[src/rtl/sc_positionshifter_jug2.sv]
// Player-2 one-hot lane position with saturating steps and auto-repeat.
// Ports: clock, sync high reset, low-active left/right/load, load bus,
// position bus, low-active side flag, move pulse.
module sc_positionshifter_jug2 #(
  parameter int DATAWIDTH = 8,
  parameter int LANEWIDTH = 4,
  parameter logic [DATAWIDTH-1:0] INIT_POS = 8'b00000100,
  parameter int REPEAT_CYCLES = 25000000
) (
  input  logic                 SC_JUG2_CLOCK_50,
  input  logic                 SC_JUG2_RESET_InHigh,
  input  logic                 SC_JUG2_left_InLow,
  input  logic                 SC_JUG2_right_InLow,
  input  logic                 SC_JUG2_load_InLow,
  input  logic [DATAWIDTH-1:0] SC_JUG2_data_InBUS,
  output logic [DATAWIDTH-1:0] SC_JUG2_data_OutBUS,
  output logic                 SC_JUG2_side_OutLow,
  output logic                 SC_JUG2_move_Out
);

  localparam int CW = (REPEAT_CYCLES > 2) ?
    $clog2(REPEAT_CYCLES) : 1;
  localparam logic [CW-1:0] CNT_MAX =
    CW'(REPEAT_CYCLES - 1);

  localparam logic [0:0] IDLE = 1'b0;
  localparam logic [0:0] WAIT = 1'b1;

  localparam logic [DATAWIDTH-1:0] ONE =
    DATAWIDTH'(1);
  localparam logic [DATAWIDTH-1:0] EDGE_HI =
    ONE << (LANEWIDTH - 1);
  localparam logic [DATAWIDTH-1:0] LANE_MASK =
    ~({DATAWIDTH{1'b1}} << LANEWIDTH);
  localparam logic INIT_SIDE =
    !((INIT_POS == ONE) || (INIT_POS == EDGE_HI));

  logic [DATAWIDTH-1:0] pos_q, pos_d;
  logic                 side_q, side_d;
  logic                 move_q, move_d;
  logic [0:0]           state_q, state_d;
  logic [CW-1:0]        cnt_q, cnt_d;
  logic                 dir_q, dir_d;

  logic req_l, req_r, req;
  logic load_ok;
  logic [DATAWIDTH-1:0] step_pos;

  assign req_l = !SC_JUG2_left_InLow && SC_JUG2_right_InLow;
  assign req_r = !SC_JUG2_right_InLow && SC_JUG2_left_InLow;
  assign req   = req_l || req_r;

  assign load_ok =
    ((SC_JUG2_data_InBUS & ~LANE_MASK) == '0) &&
    $onehot(SC_JUG2_data_InBUS);

  // Saturating step; direction taken from the live request.
  always_comb begin
    step_pos = pos_q;
    if (req_l) begin
      if (pos_q != EDGE_HI) step_pos = pos_q << 1;
    end else if (req_r) begin
      if (pos_q != ONE) step_pos = pos_q >> 1;
    end
  end

  always_comb begin
    pos_d   = pos_q;
    state_d = state_q;
    cnt_d   = cnt_q;
    dir_d   = dir_q;
    if (!SC_JUG2_load_InLow) begin
      state_d = IDLE;
      cnt_d   = '0;
      if (load_ok) pos_d = SC_JUG2_data_InBUS;
    end else begin
      unique case (state_q)
        IDLE: begin
          if (req) begin
            pos_d   = step_pos;
            state_d = WAIT;
            cnt_d   = '0;
            dir_d   = req_l;
          end
        end
        default: begin
          // Any change of request ends the repeat run.
          if (req && (req_l == dir_q)) begin
            if (cnt_q == CNT_MAX) begin
              pos_d = step_pos;
              cnt_d = '0;
            end else begin
              cnt_d = cnt_q + 1'b1;
            end
          end else begin
            state_d = IDLE;
            cnt_d   = '0;
          end
        end
      endcase
    end
    move_d = (pos_d != pos_q);
    side_d = !((pos_d == ONE) || (pos_d == EDGE_HI));
  end

  always_ff @(posedge SC_JUG2_CLOCK_50) begin
    if (SC_JUG2_RESET_InHigh) begin
      pos_q   <= INIT_POS;
      side_q  <= INIT_SIDE;
      move_q  <= 1'b0;
      state_q <= IDLE;
      cnt_q   <= '0;
      dir_q   <= 1'b0;
    end else begin
      pos_q   <= pos_d;
      side_q  <= side_d;
      move_q  <= move_d;
      state_q <= state_d;
      cnt_q   <= cnt_d;
      dir_q   <= dir_d;
    end
  end

  assign SC_JUG2_data_OutBUS = pos_q;
  assign SC_JUG2_side_OutLow = side_q;
  assign SC_JUG2_move_Out    = move_q;

endmodule

[config.mk]
export PLATFORM = sky130hd
export DESIGN_NAME = sc_positionshifter_jug2
export DESIGN_NICKNAME = d
export VERILOG_FILES = /design/src/rtl/sc_positionshifter_jug2.sv
export SDC_FILE = /design/constraint.sdc
export NUM_CORES = 1
export LEC_CHECK = 0
export ABC_CLOCK_PERIOD_IN_PS = 8900
export CORE_MARGIN = 3
export CORE_UTILIZATION = 55
export CTS_BUF_LIST = sky130_fd_sc_hd__clkbuf_8
export CTS_CLUSTER_DIAMETER = 50
export DETAILED_ROUTE_END_ITERATION = 8
export PLACE_DENSITY = 0.8
export SYNTH_ARGS = -nofsm -noshare
export SYNTH_HDL_FRONTEND = slang
export SYNTH_SLANG_ARGS = --single-unit
[constraint.sdc]
create_clock -name SC_JUG2_CLOCK_50 -period 8.9 [get_ports SC_JUG2_CLOCK_50]
set_input_delay 1.78 -clock SC_JUG2_CLOCK_50 [delete_from_list [all_inputs] [get_ports SC_JUG2_CLOCK_50]]
set_output_delay 1.78 -clock SC_JUG2_CLOCK_50 [all_outputs]
set_load 0.005 [all_outputs]
==> impl_metrics.yaml, run 1 <==
global_routing:
  grt_pass1_vias: 2085
  grt_start_max_net_pins: 24
  grt.overflow.total: 0
  antenna_found_initial: 0
  grt_use_total_pct: 23.8
  grt_pass1_wl_mm: 10.0
floorplanning:
  rows: 23
  die_x_um: 73.5
  start_util_pct: 59.6
  die_y_um: 73.5
  die_area_sq_um: 5390
  core_area_sq_um: 4200
  num_io_pins: 23
clock_tree:
  cts_hold_buf: 0
  cts_buffers: 5
  cts_tree: "yes"
  path_clk_slew_ps: 80
  post_cts_resized: 0
  clk_latency_ps: 300
  post_cts_buffers: 0
  clockBufferDepth: 2
  cts.htree.levels: 2
  clock_sinks: 37
  cts_root_buf: "clkbuf_8"
synthesis:
  ys.warnings.count: 0
  ys_seq_elements: 37
  ys_types: 54
  postSynthAreaPerCell_sq_um: 7.58
  synthFlopType: "dfxtp_1"
  syn_nets: 353
  ys_seq_area_share_pct: 29.6
  synth.top_cell.area_share_pct: 29.6
  async_flop_share_pct: 0
  syn_inst: 330
  ys_top_cells_by_area: "dfxtp_1 30%, nor2_1 8.3%, xor2_1 4.6%, nand2_1 4.1%, inv_1 3.3%"
  synth_area_sq_um: 2500
  synth_edf_count: 0
  synth_top_area_cell: "dfxtp_1"
worst_hold_path:
  min_path_type: "register to register"
  min_path_cells: 1
  min_from: "cnt_q[24]"
  hold_end: "cnt_q[24]"
final_layout:
  drive_gt1_share_pct: 6.14
  antenna-diode-count: 0
  area_growth_pct: 12.1
  fin_area_sq_um: 2810
  final_nets: 364
  fill_cells: 389
  final-seq-area_sq_um: 741
  multiInputGateArea_sq_um: 1600
detailed_routing:
  wl_mm: 5.90
  vias: 2368
  viasPerCell: 6.04
  post_drt_wl_per_cell_um: 15.0
  drt_pass1_iterations: 4
  drc: 0
  ant_nets: 0
  drt-initial-drc-count: 206
critical_path:
  r2r-end: "SC_JUG2_side_OutLow"
  r2r_cells: 8
  crit_fanout: 4
  crit_type: "input pin to register"
  critPathRequiredTime_ps: 9070
  crit_path_start_kind: "input pin"
  rrSetupSlack_ps: 5910
  r2r-start: "cnt_q[0]"
  crit_arrival_ps: 6490
  critical_path.endpoint_type: "register"
pwr:
  intPower_mw: 0.267
  fin_total_pwr_mw: 0.382
  p_per_area_nw_per_um2: 136
  leakagePower_nw: 1.01
  comb_power_share_pct: 21.4
  clkPwrFrac_pct: 32.8
  p_seq_share_pct: 45.8
  switching_power_mw: 0.115
  swShare_pct: 30.1
  peakVddDrop_v: 0.000119
sta:
  setup_tns_ps: 0
  skew_ps: 10.4
  rsz0062_at_grt: "no"
  fin_crit_sh_pct: 70.9
  worst_pin_slew_ps: 812
  slew_headroom_pct: 45.7
  clock.fmax_mhz: 158
  hold_violations: 0
  maxSlewViolCount: 0
  setup_viol: 0
  fin_crit_ps: 6310
flow_run:
  drv_cap: 0
status:
  outcome: "complete, no violations"
place:
  portBuffers: 22
  gp_congestion: 0.890
  hpwl_mm: 4.35
  placed_cell_area_sq_um: 2710
[layout by cell type, fill, tap and decap left out, types with 2 or more instances in the layout]
cell / netlist / final
and3_2: 2 / 2
o21ai_0: 15 / 15
xnor2_1: 9 / 9
o21ai_1: 3 / 3
dfxtp_1: 37 / 37
a221o_1: 2 / 2
xor2_1: 13 / 13
or4_1: 2 / 2
nor4_1: 4 / 4
a21oi_1: 11 / 11
o22ai_1: 2 / 2
nand4b_1: 2 / 2
a22oi_1: 2 / 2
nor2_1: 55 / 55
nor3_1: 15 / 15
nor2b_1: 6 / 6
nand2_1: 27 / 27
a22o_1: 4 / 4
ha_1: 6 / 6
nor4bb_1: 2 / 2
mux2i_1: 5 / 5
and3_1: 3 / 3
nand2b_1: 2 / 2
nor4b_1: 3 / 3
a31oi_1: 5 / 5
a21o_1: 3 / 3
nand4_1: 6 / 6
nand3_1: 15 / 15
clkbuf_8: 0 / 6
fa_1: 4 / 4
clkdlybuf4s50_1: 0 / 22
or3_1: 3 / 3
inv_1: 22 / 22
o2bb2ai_1: 3 / 3
[logic make-up after synthesis]
kind of cell	Yosys count	share of synthesized area (%)
buf+inv	40	6.30
xor+xnor	22	7.70
mux	5	2.00
fa+ha+maj	10	6.20
flops	37	29.6
compound gates	62	16.7
simple gates	154	31.6
[final cells by class]
cell class,instances,area share (%)
multi-input cells,253,57.2
flip-flops and latches,37,26.4
repair buffers,22,7.85
clock buffers,6,2.94
inverters,22,2.94
well taps,50,2.23
clock inverters,2,0.490
[layer usage]
| layer | vias up | global-route usage [%] | wire (um) |
|---|---|---|---|
| li1 | 1172 | - | - |
| met1 | 1122 | 35.5 | 2830 |
| met2 | 66 | 33.9 | 2620 |
| met3 | 8 | 5.47 | 364 |
| met4 | 0 | 6.84 | 78 |
| met5 | - | 0 | 0 |
[sequential cells by signal, summed over array words and instances (netlist names)]
signal,flops
SC_JUG2_side_OutLow,1
state_q,1
dir_q,1
cnt_q,25
SC_JUG2_move_Out,1
SC_JUG2_data_OutBUS,8
[worst max-delay path, cell delays in order]
cell	delay [ps]
clkdlybuf4s50_1	540
inv_1	90
fa_1	570
fa_1	440
fa_1	440
inv_1	60
ha_1	170
inv_1	60
fa_1	470
nor4b_1	250
nand3_1	240
nor3_4	330
a21oi_2	60
a221o_1	330
xor2_1	160
or4_1	490
[synthesized netlist by cell type (2+ instances only)]
library cell / n
o21ai_0: 15
o2bb2ai_1: 3
or4_1: 2
dfxtp_1: 37
nor4b_1: 3
ha_1: 6
mux2i_1: 5
and3_1: 3
inv_1: 22
clkbuf_1: 16
a22oi_1: 2
and3_2: 2
nand2b_1: 2
a21o_1: 3
o22ai_1: 2
xnor2_1: 9
nor3_1: 15
or3_1: 3
nand2_1: 27
a221o_1: 2
a22o_1: 4
nor2_1: 55
fa_1: 4
a31oi_1: 5
xor2_1: 13
a21oi_1: 11
o21ai_1: 3
nand4_1: 6
nor4_1: 4
nor2b_1: 6
nand4b_1: 2
nor4bb_1: 2
nand3_1: 15
[per-stage QoR]
step	worst slack (ps)	std cells	hold WS [ps]	util [%]
3_5_place_dp	2360	384	492	64.5
2_1_floorplan	3240	330	451	-
6_report	2590	392	515	66.8
5_1_grt	2360	392	543	66.8
3_3_place_gp	2520	384	474	64.5
4_1_cts	2640	392	506	66.8
[worst max path at each step]
| stage | startpoint | end | slack, ps | depth (start not counted) |
|---|---|---|---|---|
| 2_1_floorplan | SC_JUG2_data_InBUS[0] | SC_JUG2_side_OutLow | 3240 | 15 |
| 4_1_cts | SC_JUG2_data_InBUS[0] | SC_JUG2_side_OutLow | 2640 | 16 |
| 6_report | SC_JUG2_data_InBUS[0] | SC_JUG2_side_OutLow | 2590 | 16 |
| 3_5_place_dp | SC_JUG2_data_InBUS[0] | SC_JUG2_side_OutLow | 2360 | 16 |
| 5_1_grt | SC_JUG2_data_InBUS[0] | SC_JUG2_side_OutLow | 2360 | 16 |
| 3_3_place_gp | SC_JUG2_data_InBUS[0] | SC_JUG2_side_OutLow | 2520 | 16 |
[power by group through the flow]
stage | Clock [mW] | Combinational, mW | Sequential (mW)
after floorplan | 0 | 0.0609 | 0.175
after global placement | 0 | 0.0783 | 0.178
after detailed placement | 0 | 0.0807 | 0.179
after CTS | 0.128 | 0.0814 | 0.175
after global routing | 0.134 | 0.0921 | 0.175
final | 0.125 | 0.0817 | 0.175
No activity file was read; power rests on OpenSTA's default activity.
==> run 2: changes to the inputs <==
--- a/config.mk
+++ b/config.mk
@@ -5,13 +5,13 @@
 export SDC_FILE = /design/constraint.sdc
 export NUM_CORES = 1
 export LEC_CHECK = 0
-export ABC_CLOCK_PERIOD_IN_PS = 8900
+export ABC_CLOCK_PERIOD_IN_PS = 5100
 export CORE_MARGIN = 3
-export CORE_UTILIZATION = 55
+export CORE_UTILIZATION = 54
 export CTS_BUF_LIST = sky130_fd_sc_hd__clkbuf_8
 export CTS_CLUSTER_DIAMETER = 50
 export DETAILED_ROUTE_END_ITERATION = 8
-export PLACE_DENSITY = 0.8
+export PLACE_DENSITY = 0.82
 export SYNTH_ARGS = -nofsm -noshare
 export SYNTH_HDL_FRONTEND = slang
 export SYNTH_SLANG_ARGS = --single-unit
==> constraint.sdc (replaced) <==
create_clock -name SC_JUG2_CLOCK_50 -period 5.1 [get_ports SC_JUG2_CLOCK_50]
set_input_delay 1.02 -clock SC_JUG2_CLOCK_50 [delete_from_list [all_inputs] [get_ports SC_JUG2_CLOCK_50]]
set_output_delay 1.02 -clock SC_JUG2_CLOCK_50 [all_outputs]
set_load 0.005 [all_outputs]
==> run 2 against run 1 <==
Register-to-register slack got worse by 3800 ps; combinational power is 91% higher; critical path type unchanged; non-clock buffer count up 11; worst hold slack lost 17 ps; clock power is 78% higher; critical path depth unchanged; utilization shrank 0.67 points; largest power group unchanged; critical endpoint unchanged; worst setup slack got worse by 2400 ps.
==> impl_metrics.yaml, run 2 (synthesis results as in run 1) <==
pwr:
  swShare_pct: 28.6
  intPower_mw: 0.488
  leakagePower_nw: 1.07
  switching_power_mw: 0.195
  p_per_area_nw_per_um2: 234
  clkPwrFrac_pct: 32.5
  p_seq_share_pct: 44.7
  fin_total_pwr_mw: 0.683
  comb_power_share_pct: 22.8
  peakVddDrop_v: 0.000148
sta:
  worst_pin_slew_ps: 763
  setup_ws_ps: 209
  slew_headroom_pct: 49.0
  fin_crit_sh_pct: 95.9
  clock.fmax_mhz: 204
  fin_crit_ps: 4890
  hold_violations: 0
  rsz0062_at_grt: "no"
  setup_viol: 0
  skew_ps: 5.75
  whs_ps: 498
  maxSlewViolCount: 0
critical_path:
  critical_path.endpoint_type: "register"
  crit_type: "input pin to register"
  critPathRequiredTime_ps: 5260
  crit_arrival_ps: 5050
  crit_fanout: 5
  path_common_cell: "fa_1"
  critical_path.max_stage_delay_ps: 550
  crit_path_start_kind: "input pin"
  crit_chain: "clkbuf_2, inv_2, fa_1, fa_1, fa_1, inv_1, ha_2, inv_1, fa_1, nor4b_4, nand3_2, o21ba_4, a21o_1, a221oi_2, xor2_1, or4_1"
  cpMaxStageDelayCell: "fa_1"
  critPathTopFamily: "adder cells"
  crit_buf_inv: 4
place:
  gp_congestion: 0.853
  hpwl_mm: 4.14
  dpl.cell_count: 396
  portBuffers: 22
  placed_cell_area_sq_um: 2790
  place_ws_ps: -509
floorplanning:
  die_y_um: 74.1
  die_x_um: 74.1
  rows: 24
  die_area_sq_um: 5490
  core_area_sq_um: 4410
  start_util_pct: 56.7
  num_io_pins: 23
global_routing:
  antenna_found_initial: 0
  grt_pass1_vias: 2172
  grt_use_total_pct: 22.4
  grt_start_max_net_pins: 24
  grt_pass1_wl_mm: 9.74
  grt.overflow.total: 0
detailed_routing:
  ant_nets: 0
  wl_mm: 5.70
  post_drt_wl_per_cell_um: 14.1
  viasPerCell: 5.91
  drc: 0
  vias: 2394
  drt_pass1_iterations: 5
  drt-initial-drc-count: 137
final_layout:
  antenna-diode-count: 0
  area_growth_pct: 16.7
  largest_reg_flops: 25
  final_common_cell: "nor2_1"
  fin_cells: 405
  final_nets: 375
  top_register: "cnt_q"
  final_cell_mix: "54 x nor2_1, 37 x dfxtp_1, 27 x nand2_1"
  fin_area_sq_um: 2920
  drive_gt1_share_pct: 11.6
clock_tree:
  cts_root_buf: "clkbuf_8"
  clk_latency_ps: 290
  cts.htree.levels: 2
  clock_sinks: 37
  cts_tree: "yes"
  path_clk_slew_ps: 70
  clockBufferDepth: 2
  cts_buffers: 5
  cts_hold_buf: 0
status:
  outcome: "complete, no violations"
worst_hold_path:
  min_path_type: "register to register"
flow_run:
  drv_cap: 0
[run 2: worst paths after layout]
path / slack (ps) / endpoint / startpoint / depth (start not counted)
worst min register to register: 500 / cnt_q[1] / cnt_q[1] / 2
worst max-delay path: 210 / SC_JUG2_side_OutLow / SC_JUG2_data_InBUS[0] / 16
worst max register to register: 2130 / SC_JUG2_side_OutLow / cnt_q[0] / 8
worst min-delay path: 500 / cnt_q[1] / cnt_q[1] / 2
[run 2: timing repair]
item | 4_1_cts | 5_1_grt
resized for setup | 9 | 8
setup endpoints to repair | 1 | 1
pin swaps | 6 | 8
setup buffers | 1 | 0
hold endpoints to repair | 0 | 0
[run 2: through the flow]
stage	util, %	setup TNS [ps]
final	66.1	0
after global routing	66.1	0
after CTS	66.3	0
after detailed placement	63.2	-724
after global placement	63.2	-378
after floorplan	-	0
[run 2: layout make-up]
cell class | instances | area [sq um]
inverters | 22 | 82.6
clock buffers | 7 | 96.3
flip-flops and latches | 37 | 741
clock inverters | 1 | 5.00
repair buffers | 33 | 288
multi-input cells | 253 | 1640
fillers | 388 | 1500
well taps | 52 | 65.1
[run 2: worst min-delay path, stage by stage (launching register included)]
cell     delay, ps
dfxtp_1        340
nand2_1         60
a21oi_1         50
[run 2: per-layer routing]
metal	track usage (%)	share of wire (%)
met1	28.4	43
met2	37.6	50
met3	4.32	5.4
met4	8.45	1.9
met5	0	0
[run 2: power groups by stage]
stage	Sequential (mW)	Combinational, mW	Clock, mW
after floorplan	0.305	0.106	0
after detailed placement	0.312	0.145	0
after CTS	0.305	0.155	0.226
final	0.306	0.156	0.222
after global routing	0.307	0.174	0.241
after global placement	0.312	0.142	0
==> run 3: changes to the inputs <==
--- a/config.mk
+++ b/config.mk
@@ -6,6 +6,7 @@
 export NUM_CORES = 1
 export LEC_CHECK = 0
 export ABC_CLOCK_PERIOD_IN_PS = 5100
+export CORE_ASPECT_RATIO = 0.6
 export CORE_MARGIN = 3
 export CORE_UTILIZATION = 54
 export CTS_BUF_LIST = sky130_fd_sc_hd__clkbuf_8
==> run 3 against run 2 <==
Non-clock buffer count rose by 4; sequential power barely moved; worst hold slack barely moved; critical path depth did not move; count of clock-buffer cells in the layout fell by 1; first-iteration DRC count rose by 110%.
==> impl_metrics.yaml, run 3 (synthesis results as in run 1) <==
floorplanning:
  num_io_pins: 23
  die_area_sq_um: 5510
  die_x_um: 93.9
  rows: 18
  die_y_um: 58.7
  core_area_sq_um: 4280
  start_util_pct: 58.5
detailed_routing:
  drt-initial-drc-count: 294
  viasPerCell: 6.08
  ant_nets: 0
  drt_pass1_iterations: 5
  vias: 2537
  drc: 0
  wl_mm: 6.52
  post_drt_wl_per_cell_um: 15.6
critical_path:
  crit_fanout: 5
  r2r_cells: 8
  critical_path.max_stage_delay_ps: 550
  cpMaxStageDelayCell: "fa_1"
  critPathTopFamily: "adder cells"
  crit_type: "input pin to register"
  crit_path_start_kind: "input pin"
  critical_path.endpoint_type: "register"
  path_common_cell: "fa_1"
  cp.depth: 16
  critPathRequiredTime_ps: 5270
  crit_chain: "buf_2, inv_2, fa_1, fa_1, fa_1, inv_1, ha_2, inv_2, fa_1, nor4b_4, nand3_2, o21ba_4, a21o_1, a221oi_2, xor2_1, or4_1"
  crit_buf_inv: 4
  crit_arrival_ps: 5130
worst_hold_path:
  min_path_cells: 2
  min_path_type: "register to register"
final_layout:
  drive_gt1_share_pct: 13.7
  fill_cells: 359
  final-seq-area_sq_um: 741
  final_common_cell: "nor2_1"
  fin_area_sq_um: 2990
  largest_reg_flops: 25
  final_cell_mix: "55 x nor2_1, 37 x dfxtp_1, 27 x nand2_1"
  antenna-diode-count: 0
  multiInputGateArea_sq_um: 1650
  top_register: "cnt_q"
  area_growth_pct: 19.5
  final_nets: 379
clock_tree:
  cts_tree: "yes"
  path_clk_slew_ps: 80
  cts_root_buf: "clkbuf_8"
  clk_latency_ps: 290
  clock_sinks: 37
  clockBufferDepth: 2
  cts_buffers: 5
  cts.htree.levels: 2
sta:
  fin_crit_ps: 4960
  worst_pin_slew_ps: 777
  maxSlewViolCount: 0
  rsz0062_at_grt: "no"
  setup_viol: 0
  slew_headroom_pct: 48.0
  hold_violations: 0
  fin_crit_sh_pct: 97.2
  whs_ps: 497
  skew_ps: 7.70
  clock.fmax_mhz: 202
status:
  outcome: "complete, no violations"
global_routing:
  grt.overflow.total: 0
  grt_pass1_wl_mm: 11.0
  grt_use_total_pct: 25.4
  grt_pass1_vias: 2207
  grt_start_max_net_pins: 24
  antenna_found_initial: 1
pwr:
  leakagePower_nw: 1.11
  fin_total_pwr_mw: 0.737
  peakVddDrop_v: 0.000149
  p_per_area_nw_per_um2: 247
place:
  hpwl_mm: 4.80
  portBuffers: 22
  placed_cell_area_sq_um: 2810
  gp_congestion: 0.899
flow_run:
  drv_cap: 0
run 3: tightest hold or removal path: stages, from the launching register on:
cell and delay (ps):
dfxtp_1 340, nand2_1 60, a21oi_1 50
run 3: per-stage QoR:
step	cells	worst slack (ps)	util [%]	setup TNS (ps)
finish	417	141	69.9	0
floorplan	330	202	-	0
detailed placement	406	-697	65.7	-2320
global route	417	1.47	69.9	0
global placement	406	-457	65.7	-566
CTS	417	48.6	69.3	0
run 3: power breakdown:
part | switching (mW) | internal (mW) | leakage, nW | total [mW]
registers | 0.0115 | 0.294 | 0.299 | 0.306
clock network | 0.104 | 0.157 | 0.0626 | 0.261
logic | 0.0926 | 0.0775 | 0.745 | 0.170
total | 0.208 | 0.529 | 1.11 | 0.737
run 3: cell type report:
type | instances | share of cell area [%]
inverters | 22 | 2.76
multi-input cells | 253 | 55.3
clock inverters | 2 | 1.13
clock buffers | 6 | 2.76
well taps | 60 | 2.51
repair buffers | 37 | 10.7
flip-flops and latches | 37 | 24.8
run 3: per-layer routing:
metal	global-route usage, %	vias to the layer above	share of wire, %
met4	5.97	2	0.94
met5	0	-	0.20
met1	38.6	1196	48
met2	36.0	123	42
li1	-	1205	-
met3	6.26	11	8.7
run 3: repair_timing:
item                       4_1_cts  5_1_grt
resized for setup               21        5
hold buffers                     0        0
setup buffers                    3        0
pin swaps                        9        8
setup endpoints to repair        1        1
hold endpoints to repair         0        0
run 3: path summary, 6_finish.rpt:
path              slack, ps                   to                   from
setup / recovery        140  SC_JUG2_side_OutLow  SC_JUG2_data_InBUS[3]
hold / removal          500             cnt_q[1]               cnt_q[1]
setup reg to reg       2020  SC_JUG2_side_OutLow               cnt_q[0]
hold reg to reg         500             cnt_q[1]               cnt_q[1]
